File: src/rtl/fwd_hazard_scoreboard.sv
// fwd_hazard_scoreboard: EX forwarding selects and ID load-use stall driven by an in-flight writer scoreboard.
// Optional counters o_stall_cnt/o_fwd_cnt exist only when FWD_PERF_CNT_EN is defined.
module fwd_hazard_scoreboard #(
  parameter int REG_AW    = 5,
  parameter int N_SRC     = 2,
  parameter int FWD_DEPTH = 2,
  parameter int LOAD_LAT  = 1,
  parameter int SEL_W     = $clog2(FWD_DEPTH + 1)
) (
  input  logic                    i_clk,
  input  logic                    i_rst,
  input  logic                    i_advance,
  input  logic [REG_AW-1:0]       i_ex_dst,
  input  logic                    i_ex_wr_en,
  input  logic                    i_ex_is_load,
  input  logic [N_SRC*REG_AW-1:0] i_ex_src,
  input  logic [N_SRC-1:0]        i_ex_src_used,
  input  logic [N_SRC*REG_AW-1:0] i_id_src,
  input  logic [N_SRC-1:0]        i_id_src_used,
  output logic [N_SRC*SEL_W-1:0]  o_fwd_sel,
  output logic                    o_stall
`ifdef FWD_PERF_CNT_EN
  ,
  output logic [31:0]             o_stall_cnt,
  output logic [31:0]             o_fwd_cnt
`endif
);
  logic [FWD_DEPTH:1] valid_q, valid_d, ld_q, ld_d;
  logic [REG_AW-1:0]  dst_q [1:FWD_DEPTH];
  logic [REG_AW-1:0]  dst_d [1:FWD_DEPTH];
  logic [REG_AW-1:0]  ex_r, id_r;
  logic [SEL_W-1:0]   sel;
  logic               st;
  always_comb begin
    valid_d = valid_q;
    ld_d    = ld_q;
    dst_d   = dst_q;
    if (i_advance) begin
      for (int s = FWD_DEPTH; s >= 2; s--) begin
        valid_d[s] = valid_q[s-1];
        ld_d[s]    = ld_q[s-1];
        dst_d[s]   = dst_q[s-1];
      end
      valid_d[1] = i_ex_wr_en;
      ld_d[1]    = i_ex_is_load;
      dst_d[1]   = i_ex_dst;
    end
  end
  always_ff @(posedge i_clk) begin
    if (i_rst) begin
      valid_q <= '0;
      ld_q    <= '0;
      for (int s = 1; s <= FWD_DEPTH; s++) dst_q[s] <= '0;
    end else begin
      valid_q <= valid_d;
      ld_q    <= ld_d;
      dst_q   <= dst_d;
    end
  end
  // Scan oldest to youngest so the youngest matching writer decides.
  always_comb begin
    o_fwd_sel = '0;
    o_stall   = 1'b0;
    ex_r      = '0;
    id_r      = '0;
    sel       = '0;
    st        = 1'b0;
    for (int k = 0; k < N_SRC; k++) begin
      ex_r = i_ex_src[k*REG_AW +: REG_AW];
      id_r = i_id_src[k*REG_AW +: REG_AW];
      sel  = '0;
      st   = 1'b0;
      for (int s = FWD_DEPTH; s >= 1; s--) begin
        if (valid_q[s] && dst_q[s] == ex_r)
          sel = (ld_q[s] && s <= LOAD_LAT) ? '0 : SEL_W'(s);
        if (valid_q[s] && dst_q[s] == id_r)
          st = ld_q[s] && (s + 1 <= LOAD_LAT);
      end
      if (i_ex_wr_en && i_ex_dst == id_r)
        st = i_ex_is_load && (LOAD_LAT >= 1);
      o_fwd_sel[k*SEL_W +: SEL_W] = (i_ex_src_used[k] && ex_r != '0) ? sel : '0;
      if (i_id_src_used[k] && id_r != '0 && st) o_stall = 1'b1;
    end
  end
`ifdef FWD_PERF_CNT_EN
  logic [31:0] stall_cnt_q, stall_cnt_d, fwd_cnt_q, fwd_cnt_d;
  always_comb begin
    stall_cnt_d = stall_cnt_q + ((i_advance && o_stall && stall_cnt_q != '1) ? 32'd1 : 32'd0);
    fwd_cnt_d   = fwd_cnt_q + ((i_advance && |o_fwd_sel && fwd_cnt_q != '1) ? 32'd1 : 32'd0);
  end
  always_ff @(posedge i_clk) begin
    if (i_rst) begin
      stall_cnt_q <= '0;
      fwd_cnt_q   <= '0;
    end else begin
      stall_cnt_q <= stall_cnt_d;
      fwd_cnt_q   <= fwd_cnt_d;
    end
  end
  assign o_stall_cnt = stall_cnt_q;
  assign o_fwd_cnt   = fwd_cnt_q;
`endif
endmodule

File: config.mk
export PLATFORM = sky130hd
export DESIGN_NAME = fwd_hazard_scoreboard
export DESIGN_NICKNAME = d
export VERILOG_FILES = /design/src/rtl/fwd_hazard_scoreboard.sv
export SDC_FILE = /design/constraint.sdc
export NUM_CORES = 1
export LEC_CHECK = 0
export BUFFER_PORTS_ARGS = -buffer_cell sky130_fd_sc_hd__buf_4
export CAP_MARGIN = 10
export CORE_MARGIN = 2
export CORE_UTILIZATION = 49
export DETAILED_ROUTE_END_ITERATION = 8
export PLACE_DENSITY = 0.81
export SKIP_CTS_REPAIR_TIMING = 1
export SLEW_MARGIN = 5
export SYNTH_ARGS = -nofsm -noshare
export SYNTH_HDL_FRONTEND = slang
export SYNTH_SLANG_ARGS = --single-unit
export TNS_END_PERCENT = 10
File: constraint.sdc
create_clock -name i_clk -period 1.6 [get_ports i_clk]
set_input_delay 0.16 -clock i_clk [delete_from_list [all_inputs] [get_ports i_clk]]
set_output_delay 0.16 -clock i_clk [all_outputs]
set_load 0.005 [all_outputs]
# Word-level counts from Yosys, hierarchy flattened
# Index checks and enable logic that the tools add are counted.
[op_classes] bitwise=0 reduce_logical=16 div=0 n_addsub=0 n_eq_ne=6 muxes=11 mul=0 shifts=0 n_lt_le_gt_ge=0
[op_table] op="$eq 5x5->1" count=6
[op_table] op="$reduce_bool 5->1" count=4
[op_table] op="$logic_and 1x1->1" count=12
[op_table] op="$mux 2" count=6
[op_table] op="$mux 1" count=5
[word_totals] latchBits=0 ram_bits=0 romBits=0 reg_bits=13 wordCells=37 output_inout_bits=5 memories=0

# Depth between registers and ports, before layout
# Gate-level depths: netlist of run 1.
[logic_depth] ltp_word=6 depth_mapped=4

# Worst setup path before layout of run 1
# No wires, ideal clock.
[synth_path] path_type="register to output" startpoint="register dst_q[5] in the netlist's numbering" endpoint="output o_fwd_sel[0]" slack_ns=0.387 arrival_time_ns=1.053 t_required_ns=1.440 stages_incl_launch_ff=5 n_path_buf=0 path_cell_list="dfxtp_1 xor2_1 nor4_2 nand3_1 nor3_1"
[synth_between] elab_chain_cells=4
[synth_rtl] item="start, declared" line="29" source="logic [REG_AW-1:0] dst_q [1:FWD_DEPTH];"
[synth_rtl] item="start signal, assigned" line="57" source="dst_q <= dst_d;"
[synth_rtl] item="$eq 5x5->1" line="74" source="if (valid_q[s] && dst_q[s] == ex_r)"
[synth_rtl] item="$logic_and 1x1->1" line="74"
[synth_rtl] item="$mux 2" line="74"
[synth_rtl] item="$mux 2" line="81" source="o_fwd_sel[k*SEL_W +: SEL_W] = (i_ex_src_used[k] && ex_r != '0) ? sel : '0;"
[synth_rtl] item="end, declared" line="20" source="output logic [N_SRC*SEL_W-1:0] o_fwd_sel,"
# No other way between the ends.

# Worst setup path in the final report of run 1
[layout_path] startpoint="register dst_q[9] in the netlist's numbering" endpoint="output o_fwd_sel[3]"
# Same word-level chain as after synthesis.

==> metrics.yaml, run 1 <==
global_routing:
  antenna_found_initial: 0
  grt_pass1_wl_um: 3570
  grt_max_degree: 14
  track_usage: 0.232
  grt-ovfl-total: 0
  grt_pass1_vias: 845
floorplanning:
  rows: 15
  fp.dieArea_sq_mm: 0.00215
  start_util: 0.515
  dieWidth_um: 46.4
  dieHeight_um: 46.4
  ios: 39
  coreArea_sq_mm: 0.00171
finish:
  num_antenna_cells: 0
  syn_to_final_growth_pct: 44.4
  fin_util: 0.744
  drive_above_1_share: 0.410
  layout.nets: 174
  stdcell_count: 164
sta:
  drv_slew: 0
  rsz0062_at_grt: "true"
  relSlewSlack: 0.820
  min_period_ns: 1.70
  max_freq_mhz: 588
  finalHoldViolCount: 0
  finClkSkew_ns: 0.00254
  period_share: 1.06
  tightest_slew_ns: 0.267
  timing.final.ws_setup_ns: -0.101
  setup_viol: 4
detailed_routing:
  ant_nets: 0
  routed_via_density: 5.20
  drt_pre_antenna_iters: 4
  wire_per_inst_um: 14.4
  drt_wl_total_um: 2370
  first_iter_violations: 23
  vias: 853
  drc_errors: 0
clocking:
  cts_buffer_depth: 2
  root_buffer: "clkbuf_4"
  cts_buffers: 3
  clock_sinks: 13
  clk_pin_slew_worst_paths_ns: 0.08
  cts_max_level: 1
  clk-insertion-delay-late_ns: 0.28
  cts_tree: "yes"
outcome:
  violations: "negative setup slack"
  status: "finished, violations left"
worst_setup_path:
  end_kind: "primary output"
  worstPathArrival_ns: 1.54
  r2r_slack_ns: 0.79
  required_ns: 1.44
  rr_worst_depth: 3
  path_class: "flip-flop to primary output"
  r2r-start: "dst_q[7]"
  crit_fanout: 4
  start_kind: "flip-flop"
  r2r-end: "dst_q[2]"
synthesis:
  synth_area_leader_cell: "dfxtp_1"
  synth.distinct_cells: 21
  synth-seq-cells: 13
  synth_top_area_frac: 0.296
  synth_area_leaders: "dfxtp_1 (30%), xor2_1 (20%), mux2i_1 (15%), xnor2_1 (8.0%), nor2_1 (5.5%)"
  synth_seq_area_share: 0.296
  syn_area_sq_um: 880
  syn_nets: 133
  postSynthAreaPerCell_sq_um: 8.88
  ys.warnings.count: 0
  syn_inst: 99
placed_design:
  place_hpwl_um: 1860
  port-buffer-count: 38
  gp_congestion: 0.892
  dp_cells: 159
hold_path:
  whs_endpoint: "valid_q[1]"
  hold_start: "i_ex_wr_en"
  hold_path_depth: 3
  hold_class: "input port to flip-flop"
pwr:
  power.density_mw_per_mm2: 621
  power.leakage_uw: 0.000582
  ir_worst_vdd_uv: 477
job:
  maxCapViolCount: 0
## worst max-delay path, stage by stage (launching register included)
cell and delay [ns]:
dfxtp_4 0.37, xor2_2 0.15, nor4_2 0.26, nand3_1 0.15, nor3b_2 0.18, buf_4 0.14
## power by group
part,switching (uW),internal [uW]
sequential,20.5,339
clock,119,96.9
combinational,96.3,116
## metrics by stage
step	power (uW)	hold slack, ns	area, sq um	setup slack (ns)	setup TNS (ns)
finish	788	0.126	1270	-0.101	-0.216
CTS	780	0.124	1210	-0.142	-0.463
global placement	561	0.414	1180	0.209	0
floorplan	461	0.232	880	0.387	0
global route	826	0.151	1270	-0.220	-0.616
detailed placement	566	0.419	1180	0.181	0
## routing by layer
layer | up-vias | part of all wire | track usage
met5 | - | 0 | 0
met4 | 0 | 0.0059 | 0.0571
li1 | 427 | - | -
met2 | 24 | 0.51 | 0.386
met1 | 400 | 0.44 | 0.310
met3 | 2 | 0.036 | 0.0353
## flip-flops by register name, summed over array words and instances, names as in the netlist
| signal | cells |
|---|---|
| dst_q | 10 |
| valid_q | 2 |
| ld_q | 1 |
## cells in the mapped netlist (all sizes together)
library cell,number
xor2,20
dfxtp,13
mux2i,13
nor2,13
xnor2,8
nand3,6
nor4,6
nor3,4
o21ai,3
buf,2
nor3b,2
or4,2
a21oi,1
and3,1
clkbuf,1
nand2,1
nand4,1
o41ai,1
or2,1
## area by class of cell
cell class                 count  area, sq um
multi-input combinational     83          648
fill                         124          438
timing repair buffer          39          293
sequential                    13          272
tap                           25         31.3
clock buffer                   4         26.3
## worst max-delay path by stage
| stage | slack [ns] | cells after the start | end | startpoint |
|---|---|---|---|---|
| final | -0.10 | 5 | o_fwd_sel[3] | dst_q[9] |
| after global placement | 0.21 | 5 | o_fwd_sel[2] | dst_q[5] |
| after detailed placement | 0.18 | 5 | o_fwd_sel[2] | dst_q[5] |
| after global routing | -0.22 | 5 | o_fwd_sel[3] | dst_q[7] |
| after floorplan | 0.39 | 4 | o_fwd_sel[0] | dst_q[5] |
| after CTS | -0.14 | 5 | o_fwd_sel[2] | dst_q[5] |
## logic make-up (layout without fill, tap and decap cells)
logic type / Yosys count / in the layout / synth area share
muxes: 13 / 13 / 0.148
DFF: 13 / 13 / 0.296
buffers and inverters: 3 / 43 / 0.0156
and+or+nand+nor: 37 / 37 / 0.229
xor gates and xnor gates: 28 / 28 / 0.279
AOI/OAI and AO/OA: 5 / 5 / 0.0327
## cells in the final DEF (no fill, tap or decap), drive strengths merged
cell	n
nor4	6
xor2	20
nor3	4
o41ai	1
mux2i	13
or4	2
dfxtp	13
and3	1
nand3	6
a21oi	1
o21ai	3
or2	1
nor2	13
xnor2	8
nand2	1
buf	39
clkbuf	4
nor3b	2
nand4	1
Note: power is estimated with default switching activity, not from simulation.
==> run 2, diff against run 1 <==
Settings changed: CELL_PAD_IN_SITES_DETAIL_PLACEMENT from default to 1, CELL_PAD_IN_SITES_GLOBAL_PLACEMENT from default to 2, CORE_UTILIZATION 49 to 27, PLACE_DENSITY 0.81 to 0.79.
==> metrics.yaml, run 2 (synthesis results as in run 1) <==
clocking:
  cts_buffer_depth: 2  # unchanged
  clk_pin_slew_worst_paths_ns: 0.09  # about the same
  cts_max_level: 1  # unchanged
  cts_tree: "yes"
  clk-insertion-delay-late_ns: 0.28  # about the same
  clock_sinks: 13  # unchanged
  cts_buffers: 3  # unchanged
  root_buffer: "clkbuf_4"
worst_setup_path:
  cp.buffers_inverters: 2  # +1
  worstPathArrival_ns: 1.55  # about the same
  start_kind: "flip-flop"
  crit_fanout: 2  # -2
  crit_path_cell_trace: "buf_4 > xor2_1 > nor4_2 > nand3_1 > nor3b_2 > buf_4"
  critPathSlowestCell: "dfxtp_2"
  critPathTopFamily: "simple AND/OR/NAND/NOR gates"
  path_class: "flip-flop to primary output"
  crit_path_max_incr_delay_ns: 0.34  # -0.03 ns
  end_kind: "primary output"
  required_ns: 1.44  # about the same
  crit_top_cell: "buf_4"
sta:
  max_freq_mhz: 586  # -0.22%
  min_period_ns: 1.71  # +0.00376 ns
  relSlewSlack: 0.798  # -0.0217
  rsz0062_at_grt: "true"
  timing.final.ws_setup_ns: -0.105  # -0.00376 ns
  finalHoldViolCount: 0  # unchanged
  finClkSkew_ns: 0.000528  # -0.00201 ns
  tightest_slew_ns: 0.299  # +0.0322 ns
  setup_viol: 4  # unchanged
  drv_slew: 0  # unchanged
  period_share: 1.07  # +0.00235
finish:
  stdcell_count: 185  # +13%
  num_antenna_cells: 0  # unchanged
  mostFrequentLayoutCells: "buf_4 (41), xor2_1 (19), mux2i_1 (13), nor2_1 (13), dfxtp_1 (9)"
  layout.nets: 176  # +1.1%
  n_fill_cell: 367  # +200%
  fin_util: 0.420  # -0.324
  final_common_cell: "buf_4"
  largest_register_ffs: 10  # unchanged
  syn_to_final_growth_pct: 46.8
  regMostFlops: "dst_q"
  largest_registers: "dst_q: 10 flops, valid_q: 2 flops, ld_q: 1 flops"
  drive_above_1_share: 0.404  # -0.00582
floorplanning:
  start_util: 0.286  # -0.229
  fp.dieArea_sq_mm: 0.00373  # +73%
  coreArea_sq_mm: 0.00308  # +80%
  rows: 20  # +5
  dieWidth_um: 61.1  # +32%
  ios: 39  # unchanged
  dieHeight_um: 61.1  # +32%
global_routing:
  track_usage: 0.156  # -0.0762
  grt_max_degree: 14  # unchanged
  antenna_found_initial: 0  # unchanged
  grt-ovfl-total: 0  # unchanged
  grt_pass1_wl_um: 4210  # +18%
  grt_pass1_vias: 888  # +5.1%
placed_design:
  place_hpwl_um: 2190  # +18%
  port-buffer-count: 38  # unchanged
  gp_congestion: 0.919  # +3.0%
  dp_cells: 180  # +13%
detailed_routing:
  wire_per_inst_um: 14.3  # -1.2%
  vias: 856  # +0.35%
  drt_pre_antenna_iters: 2  # -2
  routed_via_density: 4.63  # -11%
  ant_nets: 0  # unchanged
  drt_wl_total_um: 2640  # +11%
  drc_errors: 0  # unchanged
  first_iter_violations: 6  # -74%
outcome:
  status: "finished, violations left"
  violations: "negative setup slack"
job:
  maxCapViolCount: 0  # unchanged
pwr:
  power.density_mw_per_mm2: 613  # -1.3%
  power.leakage_uw: 0.000590  # +1.3%
  ir_worst_vdd_uv: 471  # -1.2%
hold_path:
  hold_class: "input port to flip-flop"
run 2: cell count changes in the layout (fill, tap and decap cells not counted), sizes merged:
cell,previous run,this run
buf,39,41
clkbuf,4,3
clkinv,0,1
run 2: stage by stage:
stage / area [sq um] / worst slack, ns / setup TNS (ns) / hold slack (ns) / power (uW)
after global routing: 1290 / -0.214 / -0.737 / 0.153 / 841
after CTS: 1250 / -0.175 / -0.601 / 0.135 / 791
after global placement: 1220 / 0.184 / 0 / 0.414 / 571
final: 1290 / -0.105 / -0.327 / 0.136 / 791
after floorplan: 880 / 0.387 / 0 / 0.232 / 461
after detailed placement: 1220 / 0.158 / 0 / 0.438 / 576
run 2: final timing paths:
path	from	to	slack, ns	depth (start not counted)
min	i_ex_wr_en	valid_q[1]	0.14	3
min reg2reg	dst_q[0]	dst_q[0]	0.54	2
max reg2reg	dst_q[8]	dst_q[3]	0.85	3
max	dst_q[3]	o_fwd_sel[1]	-0.11	6
run 2: layer usage:
metal,GRT usage,vias up,part of all wire
li1,-,434,-
met1,0.215,406,0.46
met2,0.233,10,0.50
met3,0.0378,6,0.022
met4,0.0621,0,0.019
met5,0,-,0
run 2: power by group:
group / internal (uW) / switching (uW)
combinational: 117 / 98.4
sequential: 340 / 18.2
clock: 93.0 / 124
total: 551 / 241
run 2: area by class of cell:
class	count	area, sq um	share of cell area
clock buffer	3	22.5	0.0174
timing repair buffer	41	308	0.238
clock inverter	1	5.00	0.00388
multi-input combinational	83	636	0.492
tap	44	55.1	0.0426
sequential	13	265	0.205
run 2: worst reg2reg max path: cells and delay by family, from the launching register on:
family / cells / cell delay [ns]
buf+inv: 1 / 0.14
flops: 1 / 0.33
mux: 1 / 0.13
simple gates: 1 / 0.05
==> run 3, diff against run 2 <==
Settings changed: SKIP_CTS_REPAIR_TIMING 1 to default.
==> metrics.yaml, run 3 (synthesis results as in run 1) <==
sta:
  setup_viol: 4  # unchanged
  hold_ws_ns: 0.138  # +0.00186 ns
  finalHoldViolCount: 0  # unchanged
  min_period_ns: 1.71  # +0.00187 ns
  rsz0062_at_grt: "true"
  timing.final.ws_setup_ns: -0.107  # -0.00187 ns
  relSlewSlack: 0.802  # +0.00436
  period_share: 1.07  # +0.00117
  max_freq_mhz: 586  # -0.11%
  tightest_slew_ns: 0.292  # -0.00645 ns
  finClkSkew_ns: 0.00207  # +0.00154 ns
  drv_slew: 0  # unchanged
clocking:
  holdBufCountCts: 0
  cts_tree: "yes"
  root_buffer: "clkbuf_4"
  clk_pin_slew_worst_paths_ns: 0.09  # about the same
  cts_max_level: 1  # unchanged
  cts_buffers: 3  # unchanged
  cts_buffer_depth: 2  # unchanged
  clock_sinks: 13  # unchanged
  clk-insertion-delay-late_ns: 0.28  # about the same
global_routing:
  grt-ovfl-total: 0  # unchanged
  track_usage: 0.157  # +0.00174
  grt_pass1_vias: 874  # -1.6%
  grt_max_degree: 14  # unchanged
  antenna_found_initial: 0  # unchanged
  grt_pass1_wl_um: 4280  # +1.8%
pwr:
  power.leakage_uw: 0.000589  # -0.13%
  power.density_mw_per_mm2: 614  # +0.16%
  ir_worst_vdd_uv: 468  # -0.66%
finish:
  drive_above_1_share: 0.407  # +0.00289
  syn_to_final_growth_pct: 46.1
  largest_registers: "dst_q: 10 flops, valid_q: 2 flops, ld_q: 1 flops"
  regMostFlops: "dst_q"
  stdcell_count: 184  # -0.54%
  num_antenna_cells: 0  # unchanged
  final_common_cell: "buf_4"
  layout.nets: 175  # -0.57%
  mostFrequentLayoutCells: "buf_4 (40), xor2_1 (20), mux2i_1 (13), nor2_1 (13)"
  n_fill_cell: 367  # unchanged
  largest_register_ffs: 10  # unchanged
outcome:
  status: "finished, violations left"
  violations: "negative setup slack"
worst_setup_path:
  worstPathArrival_ns: 1.55  # about the same
  path_class: "flip-flop to primary output"
  required_ns: 1.44  # about the same
  crit_path_max_incr_delay_ns: 0.34  # about the same
  critPathSlowestCell: "dfxtp_2"
  r2r_slack_ns: 0.85  # about the same
  start_kind: "flip-flop"
  crit_fanout: 3  # +1
  crit_path_cell_trace: "xor2_1 > nor4_2 > nand3_1 > nor3b_2 > buf_4"
  end_kind: "primary output"
  critPathTopFamily: "simple AND/OR/NAND/NOR gates"
  cp.buffers_inverters: 1  # -1
placed_design:
  gp_congestion: 0.919  # unchanged
  place_hpwl_um: 2190  # unchanged
  dp_cells: 180  # unchanged
  port-buffer-count: 38  # unchanged
floorplanning:
  dieWidth_um: 61.1  # unchanged
  coreArea_sq_mm: 0.00308  # unchanged
  ios: 39  # unchanged
  fp.dieArea_sq_mm: 0.00373  # unchanged
  rows: 20  # unchanged
  start_util: 0.286  # unchanged
  dieHeight_um: 61.1  # unchanged
hold_path:
  hold_class: "input port to flip-flop"
detailed_routing:
  drt_pre_antenna_iters: 4  # +2
  drt_wl_total_um: 2680  # +1.4%
  wire_per_inst_um: 14.5  # +2.0%
  routed_via_density: 4.57  # -1.2%
  vias: 841  # -1.8%
  ant_nets: 0  # unchanged
  drc_errors: 0  # unchanged
  first_iter_violations: 15  # +9
job:
  maxCapViolCount: 0  # unchanged
-- run 3: changes by cell type in the layout (fill, tap and decap cells not counted) --
cell	delta
dfxtp_1	-1
nor3_1	-1
dfxtp_4	+1
xor2_2	-1
xor2_1	+1
buf_4	-1
nor3_2	+1
-- run 3: final cells by class --
cell class / instances / area (sq um) / area share
Clock buffer: 3 / 22.5 / 0.0175
Clock inverter: 1 / 5.00 / 0.00389
Tap cell: 44 / 55.1 / 0.0428
Timing Repair Buffer: 40 / 300 / 0.234
Sequential cell: 13 / 269 / 0.209
Multi-Input combinational cell: 83 / 633 / 0.493
-- run 3: final timing paths --
check | start | endpoint | cells past startpoint
hold reg to reg | dst_q[4] | dst_q[4] | 2
setup reg to reg | dst_q[8] | dst_q[3] | 3
hold / removal | i_ex_wr_en | valid_q[1] | 3
setup / recovery | dst_q[0] | o_fwd_sel[1] | 5
-- run 3: what timing repair did --
item,CTS,global route
pin swaps,8,0
endpoints found under the setup margin,4,4
gates resized for setup,8,3
endpoints found under the hold margin,0,0
setup buffers,0,0
-- run 3: report_power, final --
group          switching (uW)  internal (uW)  total [uW]
combinational            98.8            116         215
sequential               19.0            340         359
clock                     123           92.8         216
-- run 3: worst register-to-register path, cell delays in order (launching register included) --
cell	delay, ns
dfxtp_1	0.33
buf_4	0.14
mux2i_1	0.13
nor2_1	0.05
-- run 3: through the flow --
stage / setup slack (ns) / setup TNS, ns / area (sq um) / total power, uW / util
2_1_floorplan: 0.387 / 0 / 880 / 461 / -
3_3_place_gp: 0.184 / 0 / 1220 / 571 / 0.397
3_5_place_dp: 0.158 / 0 / 1220 / 576 / 0.397
4_1_cts: -0.107 / -0.327 / 1270 / 794 / 0.412
5_1_grt: -0.216 / -0.642 / 1280 / 838 / 0.417
6_report: -0.107 / -0.243 / 1280 / 789 / 0.417
-- run 3: per-layer routing --
layer	vias up	track usage	wire, um
li1	430	-	-
met1	398	0.222	1300
met2	9	0.229	1290
met3	4	0.0399	48
met4	0	0.0621	43
met5	-	0	0
